$ cat config.mk
export PLATFORM = sky130hd
export DESIGN_NAME = seg7_scan_driver
export DESIGN_NICKNAME = d
export VERILOG_FILES = /design/src/rtl/seg7_scan_driver.sv
export SDC_FILE = /design/constraint.sdc
export NUM_CORES = 1
export LEC_CHECK = 0
export ABC_CLOCK_PERIOD_IN_PS = 2800
export BUFFER_PORTS_ARGS = -buffer_cell sky130_fd_sc_hd__buf_2
export CAP_MARGIN = 30
export CORE_MARGIN = 2
export CORE_UTILIZATION = 52
export DETAILED_ROUTE_END_ITERATION = 6
export PLACE_DENSITY = 0.74
export SYNTH_ARGS = -nofsm -noshare
export SYNTH_HDL_FRONTEND = slang
export SYNTH_SLANG_ARGS = --single-unit
$ cat constraint.sdc
create_clock -name clk_pi -period 2.8 [get_ports clk_pi]
set_input_delay 0.28 -clock clk_pi [delete_from_list [all_inputs] [get_ports clk_pi]]
set_output_delay 0.28 -clock clk_pi [all_outputs]
set_load 0.02 [all_outputs]
$ cat src/rtl/seg7_scan_driver.sv
// Two-digit multiplexed 7-segment driver. The 0..15 input is sampled once per frame and shown as tens/units with dead-time between digits.
// Build option: define LEADING_ZERO_BLANK_EN to leave the tens digit dark for values below 10.
//
// state    | meaning
// S_UNITS  | units anode on for SCAN_CYCLES (frame starts here)
// S_BLANK0 | both anodes off for BLANK_CYCLES
// S_TENS   | tens anode on for SCAN_CYCLES
// S_BLANK1 | both anodes off for BLANK_CYCLES (reset state)
module seg7_scan_driver #(
  parameter int SCAN_CYCLES  = 27000,
  parameter int BLANK_CYCLES = 270
) (
  input  logic       clk_pi,
  input  logic       rst_pi,
  input  logic [3:0] cod_bin_pi,
  output logic [1:0] anodo_po,
  output logic [6:0] catodo_po,
  output logic       frame_po
);

  localparam int MAX_CYCLES = (SCAN_CYCLES > BLANK_CYCLES) ? SCAN_CYCLES : BLANK_CYCLES;
  localparam int CW         = (MAX_CYCLES > 1) ? $clog2(MAX_CYCLES) : 1;

  localparam logic [CW-1:0] SCAN_LAST  = CW'(SCAN_CYCLES - 1);
  localparam logic [CW-1:0] BLANK_LAST = CW'(BLANK_CYCLES - 1);

  localparam logic [1:0] S_UNITS  = 2'd0;
  localparam logic [1:0] S_BLANK0 = 2'd1;
  localparam logic [1:0] S_TENS   = 2'd2;
  localparam logic [1:0] S_BLANK1 = 2'd3;

  localparam logic [6:0] SEG_OFF = 7'h7F;

  logic [1:0]    state_q, state_d;
  logic [CW-1:0] cnt_q, cnt_d;
  logic [3:0]    val_q, val_d;
  logic [1:0]    anodo_q, anodo_d;
  logic [6:0]    catodo_q, catodo_d;
  logic          frame_q, frame_d;

  logic          last_cycle;
  logic [3:0]    units;
  logic          tens;

  function automatic logic [6:0] seg_code(input logic [3:0] digit);
    logic [6:0] code;
    case (digit)
      4'd0:    code = 7'h40;
      4'd1:    code = 7'h79;
      4'd2:    code = 7'h24;
      4'd3:    code = 7'h30;
      4'd4:    code = 7'h19;
      4'd5:    code = 7'h12;
      4'd6:    code = 7'h02;
      4'd7:    code = 7'h78;
      4'd8:    code = 7'h00;
      4'd9:    code = 7'h10;
      default: code = SEG_OFF;
    endcase
    return code;
  endfunction

  always_comb begin
    state_d    = state_q;
    cnt_d      = cnt_q + 1'b1;
    val_d      = val_q;
    frame_d    = 1'b0;
    last_cycle = ((state_q == S_UNITS) || (state_q == S_TENS)) ? (cnt_q == SCAN_LAST)
                                                                : (cnt_q == BLANK_LAST);
    if (last_cycle) begin
      cnt_d   = '0;
      state_d = state_q + 2'd1;
      if (state_q == S_BLANK1) begin
        val_d   = cod_bin_pi;
        frame_d = 1'b1;
      end
    end

    // Outputs are decoded from the next state/value so they register on the same edge as the FSM.
    tens  = (val_d >= 4'd10);
    units = tens ? (val_d - 4'd10) : val_d;

    anodo_d  = 2'b11;
    catodo_d = SEG_OFF;
    case (state_d)
      S_UNITS: begin
        anodo_d  = 2'b10;
        catodo_d = seg_code(units);
      end
      S_TENS: begin
`ifdef LEADING_ZERO_BLANK_EN
        if (tens) begin
          anodo_d  = 2'b01;
          catodo_d = seg_code(4'd1);
        end
`else
        anodo_d  = 2'b01;
        catodo_d = seg_code({3'b000, tens});
`endif
      end
      default: begin
        anodo_d  = 2'b11;
        catodo_d = SEG_OFF;
      end
    endcase
  end

  always_ff @(posedge clk_pi or negedge rst_pi) begin
    if (!rst_pi) begin
      state_q  <= S_BLANK1;
      cnt_q    <= '0;
      val_q    <= 4'd0;
      anodo_q  <= 2'b11;
      catodo_q <= SEG_OFF;
      frame_q  <= 1'b0;
    end else begin
      state_q  <= state_d;
      cnt_q    <= cnt_d;
      val_q    <= val_d;
      anodo_q  <= anodo_d;
      catodo_q <= catodo_d;
      frame_q  <= frame_d;
    end
  end

  assign anodo_po  = anodo_q;
  assign catodo_po = catodo_q;
  assign frame_po  = frame_q;

endmodule

==> Word-level counts from Yosys, hierarchy flattened <==
Memory sizes are Yosys's and may differ from the RTL's.
Cells that the tools add are included.
Widths: inputs -> output; s select.
{ "totals": {"register_bits": 31, "romBits": 112, "out_inout_bits": 10, "wordCells": 31, "mem_count": 1} }
{ "mem_list": {"columns": ["memory", "words", "width", "read_ports", "rd_clocked_by_memory_dff", "wr", "line", "source"], "rows": [
  ["(name not given)", 16, 7, 1, 0, 0, "47", "case (digit)"]
]} }
{ "classes": {"n_addsub": 3, "n_lt_le_gt_ge": 1, "eq_ne": 5, "mux": 11, "n_bitwise": 1, "n_reduce_logical": 3} }
{ "ops": {"columns": ["op", "n"], "rows": [
  ["$pmux 7 s2", 2],
  ["$add 15x1->15 const B", 1],
  ["$eq 15x15->1 const B", 1],
  ["$eq 15x9->1 const B", 1],
  ["$mux 15", 1],
  ["$mux 4", 3],
  ["$eq 2x2->1 const B", 3],
  ["$ge 4x4->1 const B", 1],
  ["$logic_not 2->1", 2],
  ["$pmux 2 s2", 1],
  ["$sub 4x4->4 const B", 1],
  ["$mux 1", 3],
  ["$add 2x1->2 const B", 1],
  ["$mux 2", 1],
  ["$logic_or 1x1->1", 1],
  ["$not 1->1", 1]
]} }

==> Logic depth before layout (Yosys ltp) <==
Gate-level depths: netlist of run 1.
{ "depth": {"word_depth": 8, "ltp_mapped": 12} }

==> Worst setup path before layout of run 1 <==
Ideal clock, no wire load.
{ "synth_timing": {"kind": "register -> register", "startpoint": "register state_q[1]", "endpoint": "register catodo_q[3] (netlist: catodo_po[3])", "t_arrival_ns": 2.851, "t_required_ns": 2.719, "setup_slack_ns": -0.132, "stages_incl_launch_ff": 11, "path_buffers": 1, "cell_sequence": "dfstp_2 > ha_1 > nor2_1 > or4_4 > a211o_1 > buf_6 > mux2_4 > o21ai_0 > ha_1 > and3_1 > o211ai_1"} }
{ "synth_between": {"elab_chain_cells": 8} }
{ "synth_lines": {"columns": ["item", "line", "source"], "rows": [
  ["start, declared", "34", "logic [1:0] state_q, state_d;"],
  ["start signal, assigned", "117", "state_q <= state_d;"],
  ["$eq 2x2->1 / $logic_not 2->1 (equally long branches)", "68", "last_cycle = ((state_q == S_UNITS) || (state_q == S_TENS)) ? (cnt_q == SCAN_LAST)"],
  ["$logic_or 1x1->1", "68", null],
  ["$mux 1", "68", null],
  ["$mux 4", "70", "if (last_cycle) begin"],
  ["$sub 4x4->4 / $ge 4x4->1 (equally long branches)", "81, 80", null],
  ["$mux 4 / $not 1->1 (equally long branches)", "81, 47", null],
  ["$mem_v2 16x7 / $pmux 7 s2 (equally long branches)", null, null],
  ["$pmux 7 s2 (*)", "85", "case (state_d)"],
  ["via catodo_d[3]", "38", "logic [6:0] catodo_q, catodo_d;"],
  ["end signal, assigned", "121", "catodo_q <= catodo_d;"],
  ["end, declared", "38", null]
]} }
The timed path passes the listed nets; every way through them passes the cells marked *. The select of a mux whose other input is x is not followed.

==> Final worst setup path of run 1 <==
Same ends and word-level chain as after synthesis.

==> results.md, run 1 <==
- The flow ran to the end, and the final reports show no timing, DRC or antenna violations.
- The power share of the sequential group is 52.1%.
- The number of enable-type register cells in the synthesized netlist is 0.
- The clock tree buffer depth is 2.
- For this design the top-level I/O count stands at 16.
- From bottom edge to top edge, the die measures 60.1 µm.
- The post-synthesis cell type count is 39.
- The pin count of the biggest net entering global routing is 32.
- Of the cells placed in the final design, the portion with a size suffix greater than 1 is 33.0%.
- The element type at the critical path end is a flip-flop.
- The clock buffer count from CTS is 5.
- The nature of the critical path startpoint is a flip-flop.
- The half-perimeter wire length after placement is 2.29 mm.
- At the end of the flow the core is filled with cells to 64.5%.
- At the pin with the least slew margin, the transition time is 657 ps.
- The floorplan step defined a core boundary enclosing 0.00303 mm².
- The worst setup path is of the flip-flop to flip-flop kind.
- Leaving out fill and tap cells, the most frequent cell in the layout is dfrtp_1.
- The repair_antennas step left the layout with diodes totalling 0.
- In the global route stage, overall resource usage came out at 19.3%.
- The dominant cell type by count on the critical path is ha_1.
- Counting flops and latches in the post-synthesis netlist gives 31.
- Of all nets on the critical path, the largest fanout is 6.
- In the routed design, unresolved DRC markers number 0.
- The startpoint of the lowest-slack register-to-register path is state_q[1]$_DFF_PN1_.
- The post-layout net count is 194.
- Headroom to the max-slew limit came out at 56.2%.
- The worst clock skew is 21.6 ps.
- The portion of the clock cycle consumed by the worst path in the final layout is 98.8%.
- The number of max-slew violations in the final report is 0.
- Summing over every cut layer, the via total after detailed routing is 1240.
- The fraction of the yosys area taken by sequential cells is 48.2%.
- The part of the power in the clock network is 40.5%.
- The largest stage delay on the critical path is 560 ps.
- Setup repair after global routing could not meet its margin everywhere.
- The kind of cell with the highest combined delay along the critical path is compound AO/OA/AOI/OAI gates.
- The gate count after technology mapping is 151.
- The first element of the critical path is state_q[1]$_DFF_PN1_.
- The count of nets left with antenna violations once routing finished came out at 0.
- The number of sinks on the clock net is 31.
- Using the TritonRoute via totals, the vias-per-cell ratio works out to 5.49.
- The final number of setup-violating endpoints is 0.
- Among all stages on the critical path, the largest delay is contributed by dfstp_2.
- The area added between synthesis and finish is 19.2%.
- The clock tree from TritonCTS is built.
- After detailed routing, the average wire length per cell comes to 13.7 µm.
- For this run, the leading register cell type out of synthesis is dfrtp_1.
- Traced cell by cell, the critical path runs through ha_1 > nor2_2 > or4_4 > a211o_4 > mux2_4 > o21ai_4 > ha_1 > and3_1 > o211ai_1.
- The number of hold violations in the final report is 0.
- The total of fill cells in the finished design is 249.
- Of the total power, the share spent switching nets is 21.6%.
- The total chip power is 889 µW.
- Clock-pin slew was measured on the worst setup and hold paths at 110 ps.
- The start point of the worst hold path is cod_bin_pi[3].
- Internal power comes to 698 µW.
- The share of flip-flops with an asynchronous set or reset is 100%.
- The final critical delay including setup and external delays is 2770 ps.
- The initial antenna violation count is 0.
- For the worst setup path, the data required time is 3050 ps.
- The die span in x is 60.1 µm.
- The number of port buffers is 15.
- The post-detailed-routing wire length is 3.09 mm.
- The tree is rooted in a clkbuf_4.
- Max-cap violations in this run came to 0.
- The leakage component of the power is 0.906 nW.
- The number of global-route vias before repair was 1135.
- In the layout the commonest cells are 20 x dfrtp_1, 16 x nand2_1, 15 x buf_2, 12 x nor2_1, 11 x dfstp_2.
- Counting both buffers and inverters, the worst setup path holds a total of 0.
- The H-tree was split into 2 levels.
- For this design the total switching power over the nets is 192 µW.
- The global route total overflow is 0.
- For the worst setup path, the data arrival time is 3010 ps.
- The share of power burned in combinational logic is 7.3%.
- The congestion estimate from routability-driven global placement came to 0.866.
- The fmax is 362 MHz.
- For this run, the number of Yosys warnings is 0.
- When the netlist entered floorplanning its net count stood at 164.
- The floorplan step defined a die boundary enclosing 0.00361 mm².
- The global-route wire length before repair is 5.13 mm.
- The effective utilization at floorplan is 54.1%.
- The number of rows created at floorplan is 20.
- The worst hold path belongs to the class input port to flip-flop.
- The mapped cell area is 0.00164 mm².
- The power per standard cell area is 456 mW/mm².
- After synthesis, the mean cell area works out to 10.8 µm².
- The first detailed-routing pass took 4 iterations.
- The count of routing violations after the opening detailed-route iteration is 43.
- IR analysis of the VDD net gives a maximum drop of 0.319 mV.
- The clock reaches the later pin of the worst-skew pair after 330 ps.
[power by group through the flow]
stage	sequential [mW]	clock, mW	combinational (mW)
floorplan	0.481	0	0.0264
global route	0.465	0.387	0.0728
CTS	0.464	0.369	0.0661
finish	0.464	0.360	0.0652
global placement	0.471	0	0.0614
detailed placement	0.472	0	0.0634
[cell type report]
class | instances | area (µm²) | area share [%]
well taps | 44 | 55.1 | 2.82
clock inverters | 2 | 35.0 | 1.79
inverters | 9 | 36.3 | 1.86
flip-flops and latches | 31 | 790 | 40.4
clock buffers | 6 | 51.3 | 2.63
repair buffers | 25 | 153 | 7.82
multi-input cells | 109 | 832 | 42.6
[tightest hold or removal path, cell delays in order]
cell and delay, ps:
buf_2 110, nand2_1 60, nand2_1 70
[cells by family (layout without fill, tap and decap cells)]
family                   count (synthesis)  count (layout)  synth area share, %
XOR/XNOR                                15              15                 8.02
AND/OR/NAND/NOR                         59              59                 19.5
buffers and inverters                   11              42                 3.13
flip-flops                              31              31                 48.2
adder cells (fa/ha/maj)                  7               7                 5.35
multiplexers                            11              11                 8.10
AO/OA/AOI/OAI                           17              17                 7.72
[repair_timing]
| item | in CTS | in global routing |
|---|---|---|
| buffers inserted | 0 | 0 |
| endpoints found under the setup margin | 3 | 4 |
| pin swaps | 1 | 4 |
| hold buffers | 1 | 0 |
| resized for setup | 4 | 3 |
| endpoints found under the hold margin | 14 | 0 |
[per-stage QoR]
stage | hold WS, ps | instances | setup WS, ps | TNS [ps] | cell area [µm²]
3_5_place_dp | 346 | 217 | -83.6 | -160 | 1820
2_1_floorplan | -15.6 | 151 | 13.5 | 0 | 1640
4_1_cts | 235 | 226 | 0.161 | 0 | 1940
5_1_grt | 238 | 226 | -45.5 | -57.2 | 1950
3_3_place_gp | 339 | 217 | 29.3 | 0 | 1820
6_report | 243 | 226 | 34.0 | 0 | 1950
[metal layers]
layer,vias to the layer above,global-route usage (%),wire (µm)
li1,584,-,-
met1,612,25.6,1460
met2,40,29.8,1450
met3,4,5.41,152
met4,0,7.62,31
met5,-,0,0
[registers in the layout, summed over array words and instances, names as in the netlist]
signal,cells
anodo_po,2
catodo_po,7
cnt_q,15
frame_po,1
state_q,2
val_q,4
[cell usage after synthesis, types with 2 or more instances]
| cell | n | area, µm² |
|---|---|---|
| nand2_1 | 16 | 60.1 |
| xor2_1 | 7 | 61.3 |
| ha_1 | 7 | 87.6 |
| a21oi_1 | 3 | 15.0 |
| dfstp_2 | 11 | 289 |
| o211ai_1 | 4 | 30.0 |
| nand3_1 | 6 | 30.0 |
| mux2i_1 | 5 | 50.1 |
| xnor2_1 | 8 | 70.1 |
| inv_1 | 8 | 30.0 |
| dfrtp_1 | 20 | 500 |
| o21ai_0 | 4 | 20.0 |
| nor2b_1 | 2 | 12.5 |
| mux2_2 | 4 | 45.0 |
| nand2b_1 | 5 | 31.3 |
| and3_1 | 3 | 18.8 |
| and4_1 | 4 | 35.0 |
| nor2_1 | 13 | 48.8 |
[final timing paths]
kind	end	slack [ps]	depth (start not counted)
worst max register to register	catodo_po[3]$_DFF_PN1_	30	9
worst min-delay path	val_q[3]$_DFF_PN0_	240	3
worst max-delay path	catodo_po[3]$_DFF_PN1_	30	9
max in group asynchronous	val_q[0]$_DFF_PN0_	1850	2
min in group asynchronous	cnt_q[8]$_DFF_PN0_	500	2
worst min register to register	cnt_q[7]$_DFF_PN0_	540	1
No activity file was read; power rests on OpenSTA's default activity.
==> run 2, diff against run 1 <==
--- a/config.mk
+++ b/config.mk
@@ -8,10 +8,10 @@
 export ABC_CLOCK_PERIOD_IN_PS = 2800
 export BUFFER_PORTS_ARGS = -buffer_cell sky130_fd_sc_hd__buf_2
 export CAP_MARGIN = 30
-export CORE_MARGIN = 2
+export CORE_MARGIN = 5
 export CORE_UTILIZATION = 52
 export DETAILED_ROUTE_END_ITERATION = 6
-export PLACE_DENSITY = 0.74
+export PLACE_DENSITY = 0.7
 export SYNTH_ARGS = -nofsm -noshare
 export SYNTH_HDL_FRONTEND = slang
 export SYNTH_SLANG_ARGS = --single-unit
==> run 2 against run 1 <==
Clock power is 32% lower. Cell count up 0.44%. Global-route usage is 1.5 points lower. Clock skew shrank 11 ps. Largest power group unchanged. Maximum frequency increased by 1.8%. Hold slack got worse by 54 ps.
==> results.md, run 2 (same netlist as run 1, synthesis figures left out) <==
- Result of the run: completed (unchanged).
- The clock tree buffer depth is 2 (unchanged).
- The flip-flop count of the largest register, all copies and words added is 15 (unchanged).
- The total routing resource utilization after global routing is 17.8% (was 19.3%).
- The final number of setup-violating endpoints is 0 (unchanged).
- The share of power burned in combinational logic was 8.8% (was 7.3%).
- The area inside the core boundary was 0.00303 mm² (unchanged).
- The count of TritonRoute iterations in the first routing pass is 4 (unchanged).
- The reported max-cap violation count is 0 (unchanged).
- The met1 routed wirelength after detailed routing came to 1.30 mm (was 1.46 mm).
- The part of the power in the clock network is 31.6% (was 40.5%).
- The die area came to 0.00437 mm² (was 0.00361 mm²).
- The fraction of power spent switching nets is 24.4% (was 21.6%).
- The global-route wire length before repair was 5.79 mm (was 5.13 mm).
- The final instance count without filler cells was 227 (was 226).
- The mean number of vias per cell is 5.43 (was 5.49).
- The data required time of the worst path was 3020 ps (was 3050 ps).
- The wire length on met2 is 1.81 mm (was 1.45 mm).
- The top-level port count is 16 (unchanged).
- The number of global-route vias before repair came to 1337 (was 1135).
- The clock tree from TritonCTS is built (unchanged).
- The register ranked first by flip-flop count is cnt_q (unchanged).
- The worst vdd rail ir drop is 0.243 mV (was 0.319 mV).
- The final critical delay including setup and external delays came to 2720 ps (was 2770 ps).
- The internal power of the cells is 587 µW (was 698 µW).
- The number of rows created at floorplan is 20 (unchanged).
- The fmax is 368 MHz (was 362 MHz).
- The commonest non-fill, non-tap cell in the layout is dfrtp_1 (unchanged).
- The relative max-transition margin came to 51.3% (was 56.2%).
- The fraction of final layout cells with drive strength greater than 1 is 32.8% (was 33.0%).
- The nature of the critical path startpoint is a flip-flop (unchanged).
- The number of H-tree levels is 2 (unchanged).
- The leakage component of the power is 0.891 nW (was 0.906 nW).
- The number of sinks on the clock net is 31 (unchanged).
- The routability congestion estimate from global placement came to 0.862 (was 0.866).
- The switching power of the nets is 190 µW (was 192 µW).
- The half-perimeter wire length after placement is 2.36 mm (was 2.29 mm).
- The number of max-slew violations in the final report was 0 (unchanged).
- The initial antenna violation count is 0 (unchanged).
- The diode insertion count for antenna repair is 0 (unchanged).
- The worst endpoint data arrival time is 2940 ps (was 3010 ps).
- The worst-path maximum fanout is 6 (unchanged).
- The element type at the critical path end is a flip-flop (unchanged).
- The critical path class is flip-flop to flip-flop (unchanged).
- The number of remaining DRC errors is 0 (unchanged).
- The number of nets with antenna violations after routing is 0 (unchanged).
- The clock transition time at the flip-flop clock pins of the worst setup and hold paths is 100 ps (was 110 ps).
- The worst min-delay path category is input port to flip-flop (unchanged).
- The portion of the clock cycle consumed by the worst path in the final layout was 97.1% (was 98.8%).
- The die span in x came to 66.1 µm (was 60.1 µm).
- The overall via count from detail_route is 1233 (was 1240).
- The effective utilization at floorplan is 54.1% (unchanged).
- The area added between synthesis and finish came to 18.7% (was 19.2%).
- The power share of the sequential group is 59.7% (was 52.1%).
- The pin count of the biggest net entering global routing was 32 (unchanged).
- Commonest cells after routing, fill and taps aside: 20 x dfrtp_1, 16 x nand2_1, 15 x buf_2, 12 x nor2_1, 11 x dfstp_2 (unchanged).
- The clock buffer count from CTS is 5 (unchanged).
- The worst hold margin is 189 ps (was 243 ps).
- The height of the chip is 66.1 µm (was 60.1 µm).
- The number of hold violations in the final report is 0 (unchanged).
- The total of fill cells in the finished design is 249 (unchanged).
- The topmost layer with routed signal wires is met4 (unchanged).
- The global route total overflow came to 0 (unchanged).
- The met3 wire length is 123 µm (was 152 µm).
- The cell at the root of the clock tree is clkbuf_4 (unchanged).
- The clock insertion delay at the later pin of the skew report is 340 ps (was 330 ps).
- The pin slew with the least headroom to its limit is 726 ps (was 657 ps).
- The count of routing violations after the opening detailed-route iteration is 79 (was 43).
- The post-detailed-routing wire length was 3.32 mm (was 3.09 mm).
- The worst clock skew came to 10.5 ps (was 21.6 ps).
- The number of port buffers is 15 (unchanged).
- The wire length per cell after detailed routing is 14.6 µm (was 13.7 µm).
- The power per standard cell area is 400 mW/mm² (was 456 mW/mm²).
- The post-layout net count is 195 (was 194).
- The number of cells after detailed placement is 217 (unchanged).
==> run 2: cell count changes in the layout (fill, tap and decap cells not counted) <==
cell | before | now
buf_4 | 9 | 10
bufinv_16 | 1 | 0
clkbuf_1 | 0 | 3
clkbuf_8 | 1 | 0
clkinv_2 | 1 | 0
ha_1 | 6 | 5
ha_2 | 1 | 0
ha_4 | 0 | 2
inv_1 | 8 | 7
inv_2 | 0 | 1
==> run 2: final cells by class <==
type | instances | area (µm²) | share of cell area (%)
Sequential cell | 31 | 790 | 40.6
Clock buffer | 8 | 48.8 | 2.51
Tap cell | 44 | 55.1 | 2.83
Inverter | 9 | 36.3 | 1.87
Timing Repair Buffer | 26 | 160 | 8.24
Multi-Input combinational cell | 109 | 855 | 44.0
==> run 2: timing repair <==
item | in CTS | in global routing
pin swaps | 5 | 4
buffers inserted | 1 | 0
gates cloned | 0 | 0
gates resized for setup | 3 | 7
setup endpoints to repair | 4 | 4
endpoints found under the hold margin | 20 | 0
hold buffers | 1 | 0
==> run 2: worst max-delay path: stages (launching register included) <==
cell      delay (ps)
dfstp_2          580
ha_4             140
nor2_2            40
or4_4            430
a211o_4          400
mux2_4           330
o21ai_4          180
ha_1             220
and3_4           190
o311ai_2          90
==> run 2: worst paths after layout <==
| check | startpoint | end | slack, ps | depth (start not counted) |
|---|---|---|---|---|
| worst max-delay path | state_q[1]$_DFF_PN1_ | catodo_po[4]$_DFF_PN1_ | 80 | 9 |
| worst min-delay path | cod_bin_pi[3] | val_q[3]$_DFF_PN0_ | 190 | 3 |
| worst max register to register | state_q[1]$_DFF_PN1_ | catodo_po[4]$_DFF_PN1_ | 80 | 9 |
| worst min register to register | cnt_q[0]$_DFF_PN0_ | cnt_q[0]$_DFF_PN0_ | 520 | 1 |
| max in group asynchronous | rst_pi | cnt_q[9]$_DFF_PN0_ | 1840 | 2 |
| min in group asynchronous | rst_pi | val_q[0]$_DFF_PN0_ | 510 | 2 |
==> run 2: through the flow <==
stage / power (mW) / instance area, µm² / TNS, ps / utilization (%) / setup slack (ps)
detailed placement: 0.536 / 1820 / -205 / 60.2 / -79.5
floorplan: 0.508 / 1640 / 0 / - / 13.5
finish: 0.777 / 1940 / 0 / 64.2 / 82.1
CTS: 0.788 / 1910 / 0 / 63.0 / 96.1
global placement: 0.534 / 1820 / 0 / 60.2 / 8.74
global route: 0.817 / 1940 / -26.8 / 64.2 / -16.2
==> run 2: per-layer routing <==
metal | global-route usage (%) | vias up
met2 | 33.1 | 23
met1 | 17.4 | 603
met4 | 8.63 | 0
met5 | 0 | -
met3 | 5.61 | 9
li1 | - | 598
==> run 2: power by group through the flow <==
stage / Clock, mW / Combinational, mW / Sequential, mW
final: 0.245 / 0.0681 / 0.464
after global routing: 0.277 / 0.0751 / 0.464
after CTS: 0.257 / 0.0664 / 0.464
after detailed placement: 0 / 0.0643 / 0.472
after global placement: 0 / 0.0619 / 0.472
after floorplan: 0 / 0.0264 / 0.481
==> run 3, diff against run 2 <==
--- a/config.mk
+++ b/config.mk
@@ -11,6 +11,7 @@
 export CORE_MARGIN = 5
 export CORE_UTILIZATION = 52
 export DETAILED_ROUTE_END_ITERATION = 6
+export MAX_ROUTING_LAYER = met4
 export PLACE_DENSITY = 0.7
 export SYNTH_ARGS = -nofsm -noshare
 export SYNTH_HDL_FRONTEND = slang
==> run 3 against run 2 <==
Sequential power about the same. Critical path depth unchanged. Clock skew is essentially flat. Combinational power is essentially flat. Sequential share of layout area unchanged. Clock power barely moved. First-iteration DRC count grew 1.3%. Register-to-register slack barely moved. Cell count unchanged. Final area unchanged.
==> results.md, run 3 (same netlist as run 1, synthesis figures left out) <==
- The area added between synthesis and finish is 18.7% (unchanged).
- The end of the worst register-to-register path was catodo_po[4]$_DFF_PN1_ (unchanged).
- The leakage component of the power is 0.891 nW (unchanged).
- The slack of the worst reg-to-reg path came to 80 ps (about the same).
- The data required time of the worst path is 3020 ps (about the same).
- The clock tree from TritonCTS is built (unchanged).
- The fmax is 368 MHz (about the same).
- The global route total overflow came to 0 (unchanged).
- The nature of the critical path startpoint was a flip-flop (unchanged).
- The die area is 0.00437 mm² (unchanged).
- The number of remaining DRC errors was 0 (unchanged).
- The wire length per cell after detailed routing is 14.6 µm (about the same).
- The number of global-route vias before repair is 1341 (was 1337).
- The commonest non-fill, non-tap cell in the layout is dfrtp_1 (unchanged).
- The internal power of the cells is 587 µW (about the same).
- The clock insertion delay at the later pin of the skew report came to 340 ps (about the same).
- The clock transition time at the flip-flop clock pins of the worst setup and hold paths is 100 ps (about the same).
- The half-perimeter wire length after placement is 2.36 mm (unchanged).
- The height of the chip came to 66.1 µm (unchanged).
- The pin slew with the least headroom to its limit is 720 ps (was 726 ps).
- The worst endpoint data arrival time was 2940 ps (about the same).
- The critical path class is flip-flop to flip-flop (unchanged).
- The register cell area after layout came to 790 µm² (unchanged).
- The worst vdd rail ir drop is 0.244 mV (was 0.243 mV).
- The final number of setup-violating endpoints is 0 (unchanged).
- The fraction of final layout cells with drive strength greater than 1 is 32.8% (unchanged).
- The area inside the core boundary is 0.00303 mm² (unchanged).
- The startpoint of the lowest-slack register-to-register path is state_q[1]$_DFF_PN1_ (unchanged).
- Commonest cells after routing, fill and taps aside: 20 x dfrtp_1, 16 x nand2_1, 15 x buf_2, 12 x nor2_1, 11 x dfstp_2 (unchanged).
- The number of port buffers was 15 (unchanged).
- The total of fill cells in the finished design is 249 (unchanged).
- The cell at the root of the clock tree is clkbuf_4 (unchanged).
- The element type at the critical path end is a flip-flop (unchanged).
- The number of rows created at floorplan is 20 (unchanged).
- The worst min-delay path category is input port to flip-flop (unchanged).
- The number of nets with antenna violations after routing came to 0 (unchanged).
- The worst-path maximum fanout is 6 (unchanged).
- The top-level port count is 16 (unchanged).
- The terminating pin of the worst hold path is val_q[3]$_DFF_PN0_ (unchanged).
- The power per standard cell area is 400 mW/mm² (about the same).
- The instance count along the most critical hold path is 3 (unchanged).
- The pin count of the biggest net entering global routing is 32 (unchanged).
- The power share of the sequential group is 59.7% (about the same).
- The number of hold violations in the final report is 0 (unchanged).
- The worst clock skew was 10.5 ps (about the same).
- The clock tree buffer depth is 2 (unchanged).
- The fraction of power spent switching nets is 24.5% (was 24.4%).
- The number of sinks on the clock net is 31 (unchanged).
- The mean number of vias per cell is 5.44 (was 5.43).
- The total routing resource utilization after global routing is 18.2% (was 17.8%).
- The effective utilization at floorplan was 54.1% (unchanged).
- The post-layout net count is 195 (unchanged).
- The routability congestion estimate from global placement is 0.876 (was 0.862).
- The part of the power in the clock network is 31.6% (about the same).
- The clock buffer count from CTS is 5 (unchanged).
- The portion of the clock cycle consumed by the worst path in the final layout is 97.1% (about the same).
- The start point of the worst hold path is cod_bin_pi[3] (unchanged).
- The number of max-slew violations in the final report came to 0 (unchanged).
- The worst hold margin is 189 ps (about the same).
- Result of the run: completed (unchanged).
- The count of TritonRoute iterations in the first routing pass came to 4 (unchanged).
- The global-route wire length before repair was 5.78 mm (was 5.79 mm).
- The die span in x came to 66.1 µm (unchanged).
- The switching power of the nets is 190 µW (about the same).
- The relative max-transition margin is 51.6% (was 51.3%).
- The area occupied by multi-input gates is 855 µm² (unchanged).
- The flip-flop count of the largest register, all copies and words added is 15 (unchanged).
- The final core utilization is 64.2% (unchanged).
- The overall via count from detail_route was 1235 (was 1233).
- The final critical delay including setup and external delays came to 2720 ps (about the same).
- The diode insertion count for antenna repair is 0 (unchanged).
- The reported max-cap violation count is 0 (unchanged).
- The initial antenna violation count is 0 (unchanged).
- The register ranked first by flip-flop count is cnt_q (unchanged).
- The depth of the worst register-to-register path is 9 (unchanged).
- The count of routing violations after the opening detailed-route iteration came to 80 (was 79).
- The share of power burned in combinational logic is 8.8% (about the same).
- The number of H-tree levels is 2 (unchanged).
- The post-detailed-routing wire length came to 3.32 mm (about the same).
-- run 3: cell counts in the layout (fill, tap and decap cells not counted) --
No cell type changed its count.
-- run 3: timing repair --
item | CTS | global route
hold endpoints to repair | 20 | 0
pin swaps | 5 | 4
endpoints found under the setup margin | 4 | 4
hold buffers | 1 | 0
setup buffers | 1 | 0
resized for setup | 3 | 7
-- run 3: worst max-delay path by stage --
stage	start	to	slack [ps]	cells after the start
global route	state_q[1]$_DFF_PN1_	catodo_po[3]$_DFF_PN1_	-20	9
floorplan	state_q[1]$_DFF_PN1_	catodo_po[3]$_DFF_PN1_	10	10
finish	state_q[1]$_DFF_PN1_	catodo_po[4]$_DFF_PN1_	80	9
CTS	state_q[0]$_DFF_PN1_	catodo_po[3]$_DFF_PN1_	100	10
detailed placement	state_q[1]$_DFF_PN1_	catodo_po[0]$_DFF_PN1_	-80	10
global placement	state_q[1]$_DFF_PN1_	catodo_po[3]$_DFF_PN1_	9	9
-- run 3: per-stage QoR --
| step | worst slack, ps | power [mW] | setup TNS, ps | instances | instance area (µm²) |
|---|---|---|---|---|---|
| floorplan | 13.5 | 0.508 | 0 | 151 | 1640 |
| global placement | 8.74 | 0.534 | 0 | 217 | 1820 |
| detailed placement | -79.5 | 0.536 | -205 | 217 | 1820 |
| CTS | 96.1 | 0.788 | 0 | 227 | 1910 |
| global route | -16.2 | 0.817 | -26.8 | 227 | 1940 |
| finish | 81.7 | 0.777 | 0 | 227 | 1940 |
-- run 3: worst max-delay path, cell delays in order (launching register included) --
cell and delay (ps):
dfstp_2 580, ha_4 140, nor2_2 40, or4_4 430, a211o_4 400, mux2_4 330, o21ai_4 180, ha_1 220
and3_4 190, o311ai_2 90
-- run 3: layout make-up --
| cell class | count | share of cell area (%) |
|---|---|---|
| multi-input combinational | 109 | 44.0 |
| tap | 44 | 2.83 |
| clock buffer | 8 | 2.51 |
| inverter | 9 | 1.87 |
| timing repair buffer | 26 | 8.24 |
| sequential | 31 | 40.6 |
-- run 3: power by group through the flow --
stage          logic [mW]  clock network, mW  registers (mW)
2_1_floorplan      0.0264                  0           0.481
3_3_place_gp       0.0619                  0           0.472
3_5_place_dp       0.0643                  0           0.472
4_1_cts            0.0664              0.257           0.464
5_1_grt            0.0751              0.277           0.464
6_report           0.0681              0.245           0.464
-- run 3: layer usage --
layer	up-vias	wire [µm]	track usage [%]
li1	596	-	-
met1	602	1290	17.3
met2	27	1820	33.1
met3	10	139	5.61
met4	0	74	8.63
met5	-	0	-
